--- src/rtl/sbox.sv ---
// PRINCE 4-bit S-box; d selects the inverse mapping.
module sbox (
  input  logic [3:0] a,
  input  logic       d,
  output logic [3:0] y
);

  always_comb begin
    y = 4'h0;
    if (!d) begin
      case (a)
        4'h0: y = 4'hB;  4'h1: y = 4'hF;  4'h2: y = 4'h3;  4'h3: y = 4'h2;
        4'h4: y = 4'hA;  4'h5: y = 4'hC;  4'h6: y = 4'h9;  4'h7: y = 4'h1;
        4'h8: y = 4'h6;  4'h9: y = 4'h7;  4'hA: y = 4'h8;  4'hB: y = 4'h0;
        4'hC: y = 4'hE;  4'hD: y = 4'h5;  4'hE: y = 4'hD;  4'hF: y = 4'h4;
        default: y = 4'h0;
      endcase
    end else begin
      case (a)
        4'h0: y = 4'hB;  4'h1: y = 4'h7;  4'h2: y = 4'h3;  4'h3: y = 4'h2;
        4'h4: y = 4'hF;  4'h5: y = 4'hD;  4'h6: y = 4'h8;  4'h7: y = 4'h9;
        4'h8: y = 4'hA;  4'h9: y = 4'h6;  4'hA: y = 4'h4;  4'hB: y = 4'h0;
        4'hC: y = 4'h5;  4'hD: y = 4'hE;  4'hE: y = 4'hC;  4'hF: y = 4'h1;
        default: y = 4'h0;
      endcase
    end
  end

endmodule

--- src/rtl/prince_slayer_serial.sv ---
// Iterative PRINCE S-layer: substitutes SBOX_PAR nibbles per cycle by rotating
// the 64-bit work register through a bank of sbox instances.
module prince_slayer_serial #(
  parameter int unsigned SBOX_PAR = 1
) (
  input  logic        clk,
  input  logic        rst_n,
  input  logic        in_valid,
  output logic        in_ready,
  input  logic [0:63] in_state,
  input  logic        in_dec,
  output logic        out_valid,
  input  logic        out_ready,
  output logic [0:63] out_state,
  output logic        busy
);

  localparam int unsigned NSTEP  = 16 / SBOX_PAR;
  localparam int unsigned CNT_W  = (NSTEP > 1) ? $clog2(NSTEP) : 1;
  localparam int unsigned STEP_W = 4 * SBOX_PAR;
  localparam logic [CNT_W-1:0] LAST = CNT_W'(NSTEP - 1);

  if (SBOX_PAR != 1 && SBOX_PAR != 2 && SBOX_PAR != 4 &&
      SBOX_PAR != 8 && SBOX_PAR != 16) begin : g_bad_par
    $error("prince_slayer_serial: SBOX_PAR must be 1, 2, 4, 8 or 16");
  end

  typedef enum logic [1:0] {IDLE, BUSY, DONE} state_e;

  state_e             r_state;
  state_e             w_state_nxt;
  logic               w_in_ready;
  logic               w_accept;
  logic [CNT_W-1:0]   r_cnt;
  logic               r_dec;
  logic [63:0]        r_work;
  logic [STEP_W-1:0]  w_sub;
  logic [63:0]        w_rot;

  // Leading nibbles of the work register go through the sbox bank.
  for (genvar j = 0; j < int'(SBOX_PAR); j++) begin : g_sbox
    sbox u_sbox (
      .a (r_work[63-4*j -: 4]),
      .d (r_dec),
      .y (w_sub[STEP_W-1-4*j -: 4])
    );
  end

  if (SBOX_PAR == 16) begin : g_rot_full
    assign w_rot = w_sub;
  end else begin : g_rot_part
    assign w_rot = {r_work[63-STEP_W:0], w_sub};
  end

  always_ff @(posedge clk or negedge rst_n) begin
    if (!rst_n) r_state <= IDLE;
    else        r_state <= w_state_nxt;
  end

  // DONE may hand off straight to BUSY when downstream drains and upstream offers.
  always_comb begin
    w_state_nxt = r_state;
    w_in_ready  = 1'b0;
    case (r_state)
      IDLE: begin
        w_in_ready = 1'b1;
        if (in_valid) w_state_nxt = BUSY;
      end
      BUSY: begin
        if (r_cnt == LAST) w_state_nxt = DONE;
      end
      DONE: begin
        w_in_ready = out_ready;
        if (out_ready) w_state_nxt = in_valid ? BUSY : IDLE;
      end
      default: w_state_nxt = IDLE;
    endcase
    w_accept = in_valid & w_in_ready;
  end

  always_ff @(posedge clk or negedge rst_n) begin
    if (!rst_n) begin
      r_work <= 64'h0;
      r_cnt  <= '0;
      r_dec  <= 1'b0;
    end else if (w_accept) begin
      r_work <= in_state;
      r_dec  <= in_dec;
      r_cnt  <= '0;
    end else if (r_state == BUSY) begin
      r_work <= w_rot;
      r_cnt  <= r_cnt + CNT_W'(1);
    end
  end

  assign in_ready  = w_in_ready;
  assign out_valid = (r_state == DONE);
  assign busy      = (r_state == BUSY);
  assign out_state = r_work;

endmodule
--- config.mk ---
export PLATFORM = sky130hd
export DESIGN_NAME = prince_slayer_serial
export DESIGN_NICKNAME = d
export VERILOG_FILES = /design/src/rtl/sbox.sv /design/src/rtl/prince_slayer_serial.sv
export SDC_FILE = /design/constraint.sdc
export NUM_CORES = 1
export LEC_CHECK = 0
export ABC_AREA = 1
export BUFFER_PORTS_ARGS = -buffer_cell sky130_fd_sc_hd__buf_2
export CORE_ASPECT_RATIO = 0.5
export CORE_MARGIN = 1.5
export CORE_UTILIZATION = 40
export CTS_CLUSTER_SIZE = 24
export DETAILED_ROUTE_END_ITERATION = 8
export GPL_TIMING_DRIVEN = 0
export PLACE_DENSITY_LB_ADDON = 0.3
export SLEW_MARGIN = 0
export SYNTH_ARGS = -nofsm -noshare
export SYNTH_HDL_FRONTEND = slang
export SYNTH_SLANG_ARGS = --single-unit
--- constraint.sdc ---
create_clock -name clk -period 2 [get_ports clk]
set_clock_uncertainty 0.15 [all_clocks]
set_input_delay 0.1 -clock clk [delete_from_list [all_inputs] [get_ports clk]]
set_output_delay 0.1 -clock clk [all_outputs]
set_load 0.02 [all_outputs]
==> results of run 1 <==
sequential cells by signal (all words and copies together), names as in the netlist:
register / count
out_state: 64
r_cnt: 4
r_dec: 1
r_state: 2
Yosys cell counts, types with 2 or more instances:
cell / number / area (um^2)
a21oi_1: 6 / 30.03
buf_1: 4 / 15.01
buf_2: 8 / 40.04
buf_6: 7 / 78.83
clkbuf_1: 2 / 7.510
clkinv_1: 2 / 7.510
dfrtp_1: 71 / 1777
ha_1: 7 / 87.58
inv_1: 75 / 281.5
nand2_1: 91 / 341.6
nand2_2: 3 / 18.77
nand3_1: 13 / 65.06
nor2_1: 7 / 26.28
o211ai_2: 3 / 37.54
o21ai_0: 19 / 95.09
o21ai_1: 6 / 30.03
o221ai_1: 10 / 87.58
o221ai_2: 42 / 630.6
cells by family (layout without fill, tap and decap cells):
logic type      count (synthesis)  count (layout)
fa+ha+maj                       7               7
xor+xnor                        2               2
simple gates                  116             116
compound gates                 88              88
flops                          71              71
buf+inv                       100             318
tightest hold or removal path, delay by kind of cell:
kind / cells / cell delay, ns
buffers and inverters: 3 / 0.17
and+or+nand+nor: 4 / 0.25
cell type report:
type	count	area, um^2
repair buffers	202	1366
multi-input cells	213	1503
inverters	78	292.8
clock inverters	3	65.06
fillers	738	3299
clock buffers	13	260.3
flip-flops and latches	71	1777
well taps	117	146.4
plain buffers	22	148.9
worst min path at each step:
stage | start | endpoint | slack (ns)
floorplan | rst_n | out_state[0] | -0.35
global placement | in_state[35] | out_state[35] | 0.16
detailed placement | rst_n | out_state[23] | -0.10
CTS | in_state[63] | out_state[63] | 0.05
global route | rst_n | out_state[19] | 0.12
finish | in_state[63] | out_state[63] | 0.07
metal layers:
metal  vias to the layer above  part of all wire
met1                      1680              0.48
met3                         8             0.046
met2                        91              0.46
met5                         -                 0
li1                       1711                 -
met4                         0            0.0083
what timing repair did:
item,4_1_cts,5_1_grt
hold buffers,66,0
resized for setup,0,0
hold endpoints to repair,136,0
power groups by stage:
| stage | Clock, uW | Sequential [uW] | Combinational, uW |
|---|---|---|---|
| 6_report | 1730 | 2640 | 5070 |
| 5_1_grt | 1830 | 2730 | 5570 |
| 4_1_cts | 1760 | 2640 | 5100 |
| 3_5_place_dp | 0 | 2650 | 4980 |
| 3_3_place_gp | 0 | 2640 | 4910 |
| 2_1_floorplan | 0 | 3420 | 2710 |
per-stage QoR:
stage                     utilization  hold slack (ns)  worst slack (ns)  total power (uW)
after global placement         0.5129           0.1634            0.2189              7547
after CTS                      0.6275          0.04553            0.2588              9497
after floorplan                     -          -0.3456            0.3575              6133
after detailed placement       0.5162          -0.1049            0.2590              7628
final                          0.6275          0.06802            0.2524              9442
after global routing           0.6275           0.1188           0.08622             10130
==> out/qor.csv, run 1 <==
stage;metric;value;unit
status;result of the run;finished with violations;
status;violated checks;design-rule violations;
synth;complex-gate fraction of the synthesized area;0.2492;
placed_design;Detail Placement HPWL;7466;um
setup_path;CP endpoint kind;register;
synth;main combinational cell family by area after synthesis;compound AO/OA/AOI/OAI gates;
cells_and_area;layout cell share with drive strength beyond 1;0.3588;
cells_and_area;Layout area overhead;49.39;%
pwr;Worst VDD drop;760.0;uV
synth;XOR/XNOR share of the synthesized area;0.004707;
clocking;CTS tree;yes;
die;core footprint;8859;um^2
synth;Post-synth top flop;dfrtp_1;
synth;share of synthesized registers carrying an async set or reset;1.000;
clocking;root buf cell;clkbuf_16;
synth;Post-Synth Simple-Gate Area;0.1264;
setup_path;r2r setup slk;0.25;ns
worst_hold_path;hold path cells;7;
sta;post-layout minimum cycle time;1.748;ns
pwr;Int Power;5253;uW
setup_path;crit-path max cell delay;0.65;ns
sta;fin crit share;0.8738;
global_routing;vias in the first global route;3520;
sta;setup TNS;0;ns
setup_path;R2R cell count;3;
cells_and_area;design area;5559;um^2
synth;syn nets;460;
setup_path;Max stage delay cell, worst path;buf_1;
pwr;power density over cell area;1698;nW/um^2
setup_path;Crit Path Class;register to register;
global_routing;largest net degree at the start of global routing;47;
global_routing;met1 usage;0.3061;
setup_path;Critical path origin;r_state[0];
route;Routed Antenna Nets;0;
synth;Syn Std Cell Area;3721;um^2
global_routing;GR peak layer;met2;
pwr;Psw;4189;uW
setup_path;CP Depth;3;
cells_and_area;Final Non-Filler Cells;719;
pwr;clock share of power;0.183;
die;Boundary Pins;136;
job;number of max-cap violations;0;
synth;#FFs+latches synth;71;
pwr;Sw Share;0.4436;
pwr;Lkg Pwr;0.002742;uW
sta;final setup vio count;0;
route;Pre-antenna DRT Iters;8;
route;DR WL/cell;14.78;um
clocking;Setup Buffers After CTS;0;
cells_and_area;Final #Nets;673;
cells_and_area;commonest cells after routing, fill and taps aside;buf_2, nand2_1, inv_1;
sta;count of final max-slew check failures;0;
synth;cell count after synthesis;384;
worst_hold_path;class of the worst hold path;input port to register;
setup_path;worst path required time;2.03;ns
sta;worst relative slew slack;0.4510;
synth;Synth cell types;26;
placed_design;Placer Congestion;0.8047;
die;Cell Rows;24;
route;drt initial violations;140;
synth;adder-cell share of the synthesized area;0.02354;
clocking;Clock transition at path regs;0.06;ns
route;Via Count;3490;
pwr;sequential share of power;0.279;
setup_path;CP Launch Type;register;
clocking;number of H-tree levels;3;
clocking;total CTS buffers;9;
sta;Fin. Hold Viols;0;
synth;mux cell area share after synthesis;0;
setup_path;Critical Path Sink;out_state[51];
setup_path;Buf/Inv on CP;1;
pwr;combinational share of power;0.537;
setup_path;cell family with most CP delay;buffers and inverters;
cells_and_area;most common cell after layout, fill and taps aside;buf_2;
sta;Worst-Margin Slew;0.8235;ns
synth;Yosys warning count;0;
global_routing;GRT met3 Usage;0.04807;
setup_path;reg2reg end;out_state[51];
route;# DRC;9;
placed_design;Buffers on Ports;135;
setup_path;RR Startpoint;r_state[0];
die;Die W;139.4;um
setup_path;WP data arrival;1.78;ns
cells_and_area;ANT cells;0;
clocking;clk sinks;71;
route;drt total wl;10630;um
setup_path;CP max FO;10;
global_routing;Remaining Overflow, GRT;0;
placed_design;Cell Area, Placed;4573;um^2
global_routing;antenna violations before repair;0;
synth;Mean Syn Cell Area;9.690;um^2
global_routing;first-pass GRT wire length;17550;um
placed_design;# placed instances;637;
clocking;worst skew pair latency;0.33;ns
setup_path;worst-path cell chain;nand2_2 > buf_1 > o221ai_2;
sta;RSZ-0062 raised after global routing;no;
die;Die Height;71.20;um
die;Initial Utilization;0.4201;
global_routing;Total GRT Usage;0.2268;
synth;Post-synth EDFFs;0;
sta;fmax;572.2;MHz
global_routing;met2 Resource Use GR;0.3765;
die;Die ar.;9925;um^2
route;via density per instance;4.854;
synth;sequential fraction of the synthesis area;0.4775;
clocking;Longest Clk Path Bufs;2;
Power figures use the tool's default switching activity.
==> run 2: changes to the inputs <==
--- a/config.mk
+++ b/config.mk
@@ -9,7 +9,7 @@
 export BUFFER_PORTS_ARGS = -buffer_cell sky130_fd_sc_hd__buf_2
 export CORE_ASPECT_RATIO = 0.5
 export CORE_MARGIN = 1.5
-export CORE_UTILIZATION = 40
+export CORE_UTILIZATION = 50
 export CTS_CLUSTER_SIZE = 24
 export DETAILED_ROUTE_END_ITERATION = 8
 export GPL_TIMING_DRIVEN = 0
==> run 2 against run 1 <==
  * The run now ends clean
  * First-iteration DRC count up 81%
  * Final cell count shrank 3.9%
  * Routed wire length grew 1.9%
  * Combinational power barely moved
  * Utilization up 16 points
  * Fmax fell by 1.8%
  * Sequential share of layout area up 0.76 points
  * Register-to-register slack worse by 0.03 ns
  * Clock power fell by 17%
  * Setup slack lost 0.033 ns
  * Total power fell by 2.9%
  * Largest power group unchanged
  * Critical endpoint unchanged
==> out/qor.csv, run 2 (synthesis gave the netlist of run 1 again) <==
stage;metric;value;unit
cells_and_area;max reg flops;64;
clocking;Longest Clk Path Bufs;2;
sta;count of final max-slew check failures;0;
route;drt total wl;10830;um
setup_path;R2R cell count;3;
worst_hold_path;class of the worst hold path;input port to register;
route;Pre-antenna DRT Iters;5;
pwr;Worst VDD drop;801.0;uV
global_routing;Remaining Overflow, GRT;0;
die;Die ar.;8000;um^2
global_routing;Total GRT Usage;0.2837;
cells_and_area;Layout area overhead;45.93;%
worst_hold_path;Hold Startpoint;in_state[61];
status;result of the run;complete, no violations;
sta;Worst-Margin Slew;0.8850;ns
route;# DRC;0;
die;Die Height;64;um
cells_and_area;commonest cells after routing, fill and taps aside;buf_2, nand2_1, inv_1;
setup_path;CP max FO;10;
setup_path;CP endpoint kind;register;
global_routing;first-pass GRT wire length;17770;um
cells_and_area;Final Non-Filler Cells;691;
cells_and_area;design area;5430;um^2
sta;Final WS setup;0.2196;ns
sta;setup TNS;0;ns
worst_hold_path;worst min-delay path endpoint;out_state[61];
worst_hold_path;hold path cells;4;
job;number of max-cap violations;0;
placed_design;# placed instances;611;
sta;Fin. Hold Viols;0;
clocking;worst skew pair latency;0.33;ns
cells_and_area;most common cell after layout, fill and taps aside;buf_2;
setup_path;WP data arrival;1.81;ns
sta;RSZ-0062 raised after global routing;no;
placed_design;Detail Placement HPWL;6911;um
sta;post-layout minimum cycle time;1.780;ns
die;core footprint;6937;um^2
placed_design;Placer Congestion;0.8691;
clocking;clk sinks;71;
sta;worst relative slew slack;0.4100;
sta;fmax;561.7;MHz
clocking;number of H-tree levels;3;
sta;final setup vio count;0;
placed_design;Buffers on Ports;135;
setup_path;CP Launch Type;register;
setup_path;RR Startpoint;r_state[0];
cells_and_area;layout cell share with drive strength beyond 1;0.3589;
cells_and_area;# fillers;476;
route;via density per instance;5.271;
clocking;Clock transition at path regs;0.05;ns
route;DR WL/cell;15.68;um
die;Cell Rows;21;
cells_and_area;Final #Nets;671;
placed_design;Cell Area, Placed;4514;um^2
route;Via Count;3642;
route;Routed Antenna Nets;0;
pwr;power density over cell area;1688;nW/um^2
setup_path;reg2reg end;out_state[51];
clocking;root buf cell;clkbuf_16;
cells_and_area;ANT cells;0;
die;Boundary Pins;136;
placed_design;Placement Setup Slack;0.3117;ns
global_routing;largest net degree at the start of global routing;72;
clocking;CTS tree;yes;
global_routing;vias in the first global route;3579;
pwr;Lkg Pwr;0.002697;uW
route;drt initial violations;254;
setup_path;r2r setup slk;0.22;ns
setup_path;worst path required time;2.03;ns
setup_path;Crit Path Class;register to register;
sta;fin crit share;0.8902;
global_routing;antenna violations before repair;0;
clocking;total CTS buffers;9;
die;Die W;125;um
die;Initial Utilization;0.5364;
run 2: cell count changes in the layout (fill, tap and decap cells not counted):
cell / delta
buf_16: -1
clkbuf_1: -1
clkinv_2: +2
clkinvlp_4: +1
clkbuf_8: -1
dlygate4sd3_1: -1
bufinv_16: -2
run 2: stage by stage:
step	total power, uW	hold WS (ns)	utilization
2_1_floorplan	6133	-0.3456	-
3_3_place_gp	7468	0.1632	0.6504
3_5_place_dp	7565	0.1362	0.6508
4_1_cts	9138	0.0009751	0.7828
5_1_grt	9785	0.02239	0.7828
6_report	9167	0.02373	0.7828
run 2: cell type report:
class	count	area, um^2	area share
flip-flops and latches	71	1777	0.3272
multi-input cells	213	1503	0.2767
repair buffers	200	1329	0.2447
inverters	78	292.8	0.05392
clock buffers	11	242.7	0.04470
plain buffers	22	148.9	0.02742
well taps	92	115.1	0.02120
clock inverters	4	22.52	0.004147
run 2: worst max-delay path by stage:
stage	startpoint	end	slack (ns)	cells after the start
final	r_state[0]	out_state[51]	0.22	3
after global routing	out_state[2]	out_state[63]	0.13	10
after CTS	r_state[0]	out_state[53]	0.27	3
after detailed placement	r_state[0]	out_state[53]	0.31	3
after global placement	rst_n	out_state[59]	0.26	1
after floorplan	out_state[2]	out_state[63]	0.36	10
run 2: timing repair:
action	4_1_cts	5_1_grt
hold buffers	65	0
buffers inserted	0	0
gates resized for setup	0	0
endpoints found under the hold margin	135	0
run 2: metal layers:
metal	track usage	routed length (um)	vias up
li1	-	-	1705
met1	0.3828	4801	1761
met2	0.4624	5146	162
met3	0.07035	756	14
met4	0.07386	130	0
met5	0	0	-
run 2: report_power, final:
group          switching [uW]  total (uW)  internal, uW
clock network             581        1440           858
logic                    3180        5080          1900
registers                 457        2640          2190
run 2: worst max-delay path, cell delays in order, from the launching register on:
cell and delay (ns):
dfrtp_1 0.44, nand2_2 0.19, buf_1 0.67, o221ai_2 0.17
